==> config.mk <==
export PLATFORM = sky130hd
export DESIGN_NAME = time_report_tx_flat
export DESIGN_NICKNAME = d
export VERILOG_FILES = /design/src/rtl/time_report_tx_pkg.sv /design/src/rtl/time_report_tx_if.sv /design/src/rtl/time_report_tx_bin2ascii2.sv /design/src/rtl/time_report_tx.sv /design/src/flat_wrapper.sv
export SDC_FILE = /design/constraint.sdc
export NUM_CORES = 1
export LEC_CHECK = 0
export ABC_AREA = 1
export BUFFER_PORTS_ARGS = -buffer_cell sky130_fd_sc_hd__buf_2
export CORE_MARGIN = 1
export CORE_UTILIZATION = 63
export CTS_CLUSTER_DIAMETER = 50
export DETAILED_ROUTE_END_ITERATION = 8
export GPL_ROUTABILITY_DRIVEN = 0
export PLACE_DENSITY = 0.82
export SYNTH_ARGS = -nofsm -noshare
export SYNTH_HDL_FRONTEND = slang
export SYNTH_HIERARCHICAL = 1
export SYNTH_SLANG_ARGS = --single-unit
==> constraint.sdc <==
create_clock -name clk -period 4.87 [get_ports clk]
set_clock_uncertainty 0.15 [all_clocks]
set_input_delay 0.487 -clock clk [delete_from_list [all_inputs] [get_ports clk]]
set_output_delay 0.487 -clock clk [all_outputs]
set_load 0.01 [all_outputs]
==> src/rtl/time_report_tx_pkg.sv <==
// time_report_tx_pkg: FSM encoding, ASCII constants and frame lengths for the time report sender.
package time_report_tx_pkg;
  typedef enum logic [2:0] {S_IDLE, S_LOAD, S_SEND, S_WAIT, S_DONE} state_t;
  localparam logic [7:0] A_ZERO  = 8'h30;
  localparam logic [7:0] A_COLON = 8'h3A;
  localparam logic [7:0] A_DOT   = 8'h2E;
  localparam logic [7:0] A_SPACE = 8'h20;
  localparam logic [7:0] A_R     = 8'h52;
  localparam logic [7:0] A_S     = 8'h53;
  localparam logic [7:0] A_CR    = 8'h0D;
  localparam logic [7:0] A_LF    = 8'h0A;
  localparam int FRAME_LEN_NOCRLF = 13;
  localparam int FRAME_LEN_CRLF   = 15;
endpackage

==> src/rtl/time_report_tx_if.sv <==
// time_report_tx_if: byte handshake between the report sender and a UART transmitter.
interface time_report_tx_if;
  logic       tx_start;
  logic [7:0] tx_data;
  logic       tx_busy;
  logic       tx_done;
  modport master (output tx_start, tx_data, input tx_busy, tx_done);
  modport slave  (input tx_start, tx_data, output tx_busy, tx_done);
endinterface

==> src/rtl/time_report_tx_bin2ascii2.sv <==
// bin2ascii2: saturates a 7-bit value to i_max and splits it into two ASCII decimal digits.
module bin2ascii2
  import time_report_tx_pkg::*;
(
  input  logic [6:0] i_val,
  input  logic [6:0] i_max,
  output logic [7:0] o_tens,
  output logic [7:0] o_ones
);
  logic [6:0] w_sat;
  assign w_sat  = (i_val > i_max) ? i_max : i_val;
  assign o_tens = A_ZERO + {1'b0, w_sat / 7'd10};
  assign o_ones = A_ZERO + {1'b0, w_sat % 7'd10};
endmodule

==> src/rtl/time_report_tx.sv <==
// time_report_tx: sends a stopwatch snapshot "HH:MM:SS.CC X" (+ optional CR LF) byte by byte to a UART.
module time_report_tx
  import time_report_tx_pkg::*;
#(
  parameter bit CRLF_EN    = 1'b1,
  parameter int CLK_HZ     = 100_000_000,
  parameter int TIMEOUT_US = 2000
) (
  input  logic                    clk,
  input  logic                    rst,
  input  logic                    i_req,
  input  logic                    i_run,
  input  logic [4:0]              i_hour,
  input  logic [5:0]              i_min,
  input  logic [5:0]              i_sec,
  input  logic [6:0]              i_cs,
  time_report_tx_if.master        uart,
  output logic                    o_busy,
  output logic                    o_frame_done,
  output logic                    o_error
);
  localparam int WD = CLK_HZ / 1_000_000 * TIMEOUT_US;
  localparam int WD_W = $clog2(WD + 1);
  localparam logic [3:0] LAST = 4'((CRLF_EN ? FRAME_LEN_CRLF : FRAME_LEN_NOCRLF) - 1);
  state_t r_state, w_next;
  logic r_pending, r_run, w_tx_start, w_error;
  logic [4:0] r_hour;
  logic [5:0] r_min, r_sec;
  logic [6:0] r_cs;
  logic [3:0] r_idx;
  logic [WD_W-1:0] r_wdog;
  logic [7:0] w_h1, w_h0, w_m1, w_m0, w_s1, w_s0, w_c1, w_c0;
  logic [15:0][7:0] w_frame;
  bin2ascii2 u_hour (.i_val({2'b00, r_hour}), .i_max(7'd23), .o_tens(w_h1), .o_ones(w_h0));
  bin2ascii2 u_min  (.i_val({1'b0, r_min}),   .i_max(7'd59), .o_tens(w_m1), .o_ones(w_m0));
  bin2ascii2 u_sec  (.i_val({1'b0, r_sec}),   .i_max(7'd59), .o_tens(w_s1), .o_ones(w_s0));
  bin2ascii2 u_cs   (.i_val(r_cs),            .i_max(7'd99), .o_tens(w_c1), .o_ones(w_c0));
  // index 0 sits in the low byte; entry 15 is padding so the 4-bit index never leaves the array
  assign w_frame = {8'h00, A_LF, A_CR, r_run ? A_R : A_S, A_SPACE, w_c0, w_c1, A_DOT,
                    w_s0, w_s1, A_COLON, w_m0, w_m1, A_COLON, w_h0, w_h1};
  always_comb begin
    w_next     = r_state;
    w_tx_start = 1'b0;
    w_error    = 1'b0;
    case (r_state)
      S_IDLE: w_next = (i_req || r_pending) ? S_LOAD : S_IDLE;
      S_LOAD: w_next = S_SEND;
      S_SEND: begin
        w_tx_start = !uart.tx_busy;
        w_next     = uart.tx_busy ? S_SEND : S_WAIT;
      end
      S_WAIT: begin
        w_error = !uart.tx_done && (r_wdog == WD_W'(WD - 1));
        w_next  = uart.tx_done ? ((r_idx == LAST) ? S_DONE : S_SEND) : (w_error ? S_IDLE : S_WAIT);
      end
      S_DONE: w_next = S_IDLE;
      default: w_next = S_IDLE;
    endcase
  end
  always_ff @(posedge clk or posedge rst) begin
    if (rst) begin
      r_state   <= S_IDLE;
      r_pending <= 1'b0;
      r_run     <= 1'b0;
      r_hour    <= '0;
      r_min     <= '0;
      r_sec     <= '0;
      r_cs      <= '0;
      r_idx     <= '0;
      r_wdog    <= '0;
    end else begin
      r_state   <= w_next;
      r_pending <= (r_state != S_IDLE) && !w_error && (r_pending || i_req);
      r_wdog    <= (r_state == S_WAIT) ? r_wdog + WD_W'(1) : '0;
      if (r_state == S_LOAD) begin
        r_run  <= i_run;
        r_hour <= i_hour;
        r_min  <= i_min;
        r_sec  <= i_sec;
        r_cs   <= i_cs;
        r_idx  <= '0;
      end else if (r_state == S_WAIT && uart.tx_done) begin
        r_idx <= r_idx + 4'd1;
      end
    end
  end
  assign uart.tx_start = w_tx_start;
  assign uart.tx_data  = (r_state == S_SEND || r_state == S_WAIT) ? w_frame[r_idx] : 8'h00;
  assign o_busy        = r_state != S_IDLE;
  assign o_frame_done  = r_state == S_DONE;
  assign o_error       = w_error;
endmodule

==> src/flat_wrapper.sv <==
// flat-port wrapper written by rule: the top's interface ports become plain ports
module time_report_tx_flat import time_report_tx_pkg::*;
#(
  parameter bit CRLF_EN    = 1'b1,
  parameter int CLK_HZ     = 100_000_000,
  parameter int TIMEOUT_US = 2000
)
  (clk, rst, i_req, i_run, i_hour, i_min, i_sec, i_cs, o_busy, o_frame_done, o_error, uart_tx_start, uart_tx_data, uart_tx_busy, uart_tx_done);
  time_report_tx_if uart_i ();
  input  logic clk;
  input  logic rst;
  input  logic i_req;
  input  logic i_run;
  input  logic [4:0] i_hour;
  input  logic [5:0] i_min;
  input  logic [5:0] i_sec;
  input  logic [6:0] i_cs;
  output logic o_busy;
  output logic o_frame_done;
  output logic o_error;
  output wire logic [$bits(uart_i.tx_start)-1:0] uart_tx_start;
  output wire logic [$bits(uart_i.tx_data)-1:0] uart_tx_data;
  input wire logic [$bits(uart_i.tx_busy)-1:0] uart_tx_busy;
  input wire logic [$bits(uart_i.tx_done)-1:0] uart_tx_done;
  assign uart_tx_start = uart_i.tx_start;
  assign uart_tx_data = uart_i.tx_data;
  assign uart_i.tx_busy = uart_tx_busy;
  assign uart_i.tx_done = uart_tx_done;
  time_report_tx #(.CRLF_EN(CRLF_EN), .CLK_HZ(CLK_HZ), .TIMEOUT_US(TIMEOUT_US)) u_core (.clk(clk), .rst(rst), .i_req(i_req), .i_run(i_run), .i_hour(i_hour), .i_min(i_min), .i_sec(i_sec), .i_cs(i_cs), .uart(uart_i), .o_busy(o_busy), .o_frame_done(o_frame_done), .o_error(o_error));
endmodule
=== Yosys cells after proc, flatten, opt, wreduce, memory -nomap -nowiden ===
Cells that the tools add are included.

* Register bits after elaboration: 51
* Latch bits: 0
* Bits in writable memories: 0
* ROM bits: 0
* Input bits: 30
* Word-level logic and storage cells: 69
* Memories kept: 0

* Add/subtract/negate cells: 10
* $mul: 0
* Div/mod/pow operators: 8
* Order comparisons: 5
* Eq/ne operators: 6
* Shifts and indexed selects: 0
* Mux-type cells: 19
* Bitwise logic cells: 0
* Reductions and logical operators: 12

{| class="wikitable"
|+ Operator list
! kind !! count
|-
| $add A6 B7 Y8 const A || 8
|-
| $bmux W8 S4 || 1
|-
| $div A7 B4 Y7 const B || 4
|-
| $mod A7 B4 Y7 const B || 4
|-
| $add A18 B1 Y18 const B || 1
|-
| $eq A18 B18 Y1 const B || 1
|-
| $mux W18 || 1
|-
| $mux W8 || 2
|-
| $gt A6 B6 Y1 const B || 2
|-
| $mux W6 || 2
|-
| $pmux W3 S4 || 1
|-
| $mux W4 || 2
|-
| $gt A7 B7 Y1 const B || 1
|-
| $mux W7 || 1
|-
| $eq A3 B2 Y1 const B || 2
|-
| $mux W3 || 2
|-
| $gt A5 B5 Y1 const B || 1
|-
| $lt A4 B5 Y1 const B || 1
|-
| $mux W1 || 5
|-
| $mux W5 || 1
|-
| $add A4 B1 Y4 const B || 1
|-
| $eq A4 B4 Y1 const B || 1
|-
| $logic_and A1 B1 Y1 || 4
|-
| $eq A3 B1 Y1 const B || 1
|-
| 7 further kinds || 10
|}

=== Logic depth before layout (Yosys ltp) ===
* Depth in word-level cells: 7
* Mapped depth: 42
* Gate-level depth less buffers: 42

=== Hierarchy ===
The synthesis kept the hierarchy.

{| class="wikitable"
|+ By module, submodules not included
! module !! times used !! cells an instance !! area an instance (µm²) !! seq. area each (µm²)
|-
| time_report_tx || 1 || 449 || 3047.9 || 1276.2
|-
| bin2ascii2 at u_core.u_cs ... || 3 || 163 || 964.7 || 0.0
|-
| bin2ascii2 at u_core.u_sec || 1 || 163 || 1017.2 || 0.0
|}

=== Worst setup path before layout ===
No wires, ideal clock.

* Path kind: reg2out
* Start point: register u_core.r_cs[6]
* End point: output port uart_tx_data[6]
* Data arrival time: 3.899 ns
* Required time: 4.233 ns
* Path slack: 0.334 ns
* Cell stages (with the launch flop): 37
* Path buffers: 1
* Cells stage by stage: dfrtp_1 > ha_1 > nand2_2 > inv_2 > a21oi_2 > nand2_4 > nand2_4 > buf_6 > nand2_1 > nand2_2 > nand3_1 > nand3_2 > nand2_2 > nand2_4 > nand2_1 > nand2_1 > inv_1 > ha_1 > nand3_1 > nand2_1 > nand3_4 > nand2_4 > nand2_1 > nand2_2 > ha_1 > o21ai_2 > nand2_1 > nand2_4 > nand2_1 > ha_1 > inv_1 > nand2_1 > nand2_1 > nand2_1 > nand2_1 > a21oi_1 > a21oi_1

* Longest elaborated chain between the ends: 7
* Elaborated cells on any way between the ends: 9

{| class="wikitable"
|+ Ends and longest elaborated chain
! what !! RTL line !! text
|-
| start: declaration || time_report_tx.sv:29 || <nowiki>logic [6:0] r_cs;</nowiki>
|-
| start signal: assignment || time_report_tx.sv:80 || <nowiki>r_cs <= i_cs;</nowiki>
|-
| $gt A7 B7 Y1 || time_report_tx_bin2ascii2.sv:11 || <nowiki>assign w_sat = (i_val > i_max) ? i_max : i_val;</nowiki>
|-
| $mux W7 * || time_report_tx_bin2ascii2.sv:11 ||
|-
| $mod A7 B4 Y7 * || time_report_tx_bin2ascii2.sv:13 || <nowiki>assign o_ones = A_ZERO + {1'b0, w_sat % 7'd10};</nowiki>
|-
| $add A6 B7 Y8 * || time_report_tx_bin2ascii2.sv:13 ||
|-
| named net u_core.w_c0[6] || time_report_tx.sv:32 || <nowiki>logic [7:0] w_h1, w_h0, w_m1, w_m0, w_s1, w_s0, w_c1, w_c0;</nowiki>
|-
| $bmux W8 S4 * || time_report_tx.sv:88 || <nowiki>assign uart.tx_data = (r_state == S_SEND || r_state == S_WAIT) ? w_frame[r_idx] : 8'h00;</nowiki>
|-
| $mux W8 (implied by the code) * || time_report_tx.sv:88 ||
|-
| $mux W8 * || time_report_tx.sv:88 ||
|-
| end: declaration || flat_wrapper.sv:22 || <nowiki>output wire logic [$bits(uart_i.tx_data)-1:0] uart_tx_data;</nowiki>
|}

Mark *: on every way through the listed nets, which the timed path passes. The rest lies on a longest branch. The select of a mux whose other input is x is not followed.

=== Worst setup path after layout ===
* Start point: register u_core.r_cs[3]
* End point: output port uart_tx_data[6]

Same word-level chain as after synthesis.

==> impl_metrics.json <==
{
  "syn_to_final_growth_pct": 28.87,
  "drt-wirelength-per-cell_um": 14.93,
  "outcome": "complete, but fails checks",
  "crit_path_frequent_cell": "nand2_2",
  "rows": 38,
  "cts_buffer_depth": 2,
  "dr.pass1.iters": 7,
  "drive_gt1_share_pct": 34.31,
  "grt_overflow": 0,
  "cts_tree": "done",
  "dr_wl_met3_mm": 1.348,
  "wirelength_mm": 21.02,
  "synth_top_area_share_pct": 18.93,
  "ys_types": 45,
  "dieHeight_um": 107.1,
  "grt_max_degree": 52,
  "post-route-cell-area_um2": 8969,
  "antenna_found_initial": 0,
  "tightest_slew_ns": 1.074,
  "ys_seq_elements": 51,
  "setup_viol": 7,
  "fmax_mhz": 198.6,
  "period_share_pct": 103.4,
  "highest_layer": "met4",
  "cts_hold_buf": 0,
  "vias": 7834,
  "drcViolationCount": 0,
  "yosysSeqAreaShare_pct": 18.34,
  "layout_common_cells": "nand2_1, inv_1, buf_4",
  "holdCritPathClass": "in2reg",
  "final_max_slew_viol_count": 0,
  "startpoint_type": "flop",
  "drt_iter0_markers": 720,
  "dieWidth_um": 107.1,
  "crit_arrival_ns": 4.40,
  "syn_area_um2": 6959,
  "start_util_pct": 64.48,
  "syn_avg_cell_area_um2": 6.321,
  "nNetsFinal": 1350,
  "fin_ws_ns": -0.1640,
  "path_class": "reg2out",
  "io_pins": 42,
  "drv_cap": 0,
  "clockRootBuffer": "clkbuf_8",
  "dieArea_um2": 11470,
  "antenna_left": 0,
  "hold_viol": 0,
  "core_um2": 10790,
  "routed-wl-met2_mm": 10.35,
  "cts_sinks": 51,
  "grt_pass1_wl_mm": 30.32,
  "cts_buffers": 5,
  "grt_pass1_vias": 6941,
  "io_buffers": 41,
  "final_common_cell": "nand2_1",
  "cp-end-kind": "output port",
  "cts_max_level": 2,
  "slowest_stage": "dfrtp_1",
  "track_usage_pct": 32.17,
  "via_per_inst": 5.564,
  "relSlewSlack_pct": 28.30,
  "synth.area.top_cells": "nand2_1, dfrtp_1, ha_1",
  "fin_crit_ns": 5.034,
  "diodes": 0,
  "cp_max_fo": 6,
  "violations": "setup timing",
  "hpwl_mm": 11.41,
  "required_ns": 4.23,
  "clk_pin_slew_ns": 0.11,
  "postPlaceCellArea_um2": 7385,
  "met1Wirelength_mm": 8.343,
  "synth-warning-count": 6,
  "clk_latency_ns": 0.33,
  "grt_setup_unrepaired": "yes",
  "synth_top_area_cell": "nand2_1",
  "slowest_delay_ns": 0.43,
  "syn_inst": 1101
}
[state kept, by name (all words and copies together) (netlist names)]
name / cells
u_core/r_cs: 7
u_core/r_hour: 5
u_core/r_idx: 4
u_core/r_min: 6
u_core/r_pending: 1
u_core/r_run: 1
u_core/r_sec: 6
u_core/r_state: 3
u_core/r_wdog: 18
[final timing paths]
kind | slack [ns] | depth (start not counted) | startpoint | end
hold reg to reg | 0.35 | 1 | u_core/r_wdog[0] | u_core/r_wdog[0]
setup / recovery | -0.16 | 38 | u_core/r_cs[3] | uart_tx_data[6]
hold / removal | 0.20 | 3 | i_sec[3] | u_core/r_sec[3]
setup reg to reg | 2.40 | 4 | u_core/r_state[1] | u_core/r_idx[1]
max in group asynchronous | 3.65 | 2 | rst | u_core/r_wdog[17]
min in group asynchronous | 0.27 | 2 | rst | u_core/r_min[0]
[through the flow]
stage / std cells / setup slack, ns / utilization, % / TNS (ns) / hold slack [ns]
global route: 1408 / -0.3889 / 83.10 / -2.241 / 0.2167
CTS: 1389 / -0.004904 / 78.30 / -0.004904 / 0.2018
floorplan: 1155 / 0.3344 / - / 0 / 0.2831
detailed placement: 1313 / -0.05903 / 68.42 / -0.05903 / 0.3106
global placement: 1313 / 0.04053 / 68.42 / 0 / 0.3009
finish: 1408 / -0.1640 / 83.10 / -0.6262 / 0.2038
[metal layers]
metal	up-vias	track usage, %
li1	3715	-
met1	3596	40.24
met2	414	56.64
met3	109	3.283
met4	0	12.52
met5	-	0
[worst max-delay path, delay by kind of cell (launching register included)]
kind	cells	cell delay (ns)
DFF	1	0.43
and+or+nand+nor	28	2.31
buffers and inverters	3	0.26
AOI/OAI and AO/OA	3	0.27
adders and majority gates	4	0.79
[layout make-up]
cell class | count | area, um2
clock buffer | 5 | 68.82
clock inverter | 3 | 27.53
fill | 673 | 1824
inverter | 168 | 643.1
multi-input combinational | 903 | 5829
sequential | 51 | 1276
tap | 140 | 175.2
timing repair buffer | 138 | 948.4
[repair_timing]
item                       CTS  global route
cloned                       0             0
resized for setup           92            86
setup endpoints to repair    8             8
pin swaps                   84            90
setup buffers               68            19
[cell usage after synthesis, drive strengths merged]
cell / number
conb: 10
nor3: 8
clkbuf: 4
nand3: 108
a21boi: 5
nand4: 18
a21oi: 46
nand3b: 2
xnor2: 3
a211oi: 1
o211ai: 3
nor3b: 1
dfrtp: 51
inv: 168
buf: 29
xor2: 5
nand2: 440
o221ai: 1
o21bai: 5
o21ai: 58
a31oi: 1
nor2: 81
ha: 53
[cell families after synthesis]
logic type,synth area share [%]
AOI/OAI and AO/OA,11.09
xor gates and xnor gates,1.007
adders and majority gates,9.529
buffers and inverters,12.41
DFF,18.34
other,0.5394
and+or+nand+nor,47.09
Power is left out: the tool's default activity adds up to more than one toggle a clock period on the data nets, which glitch-free logic cannot reach.
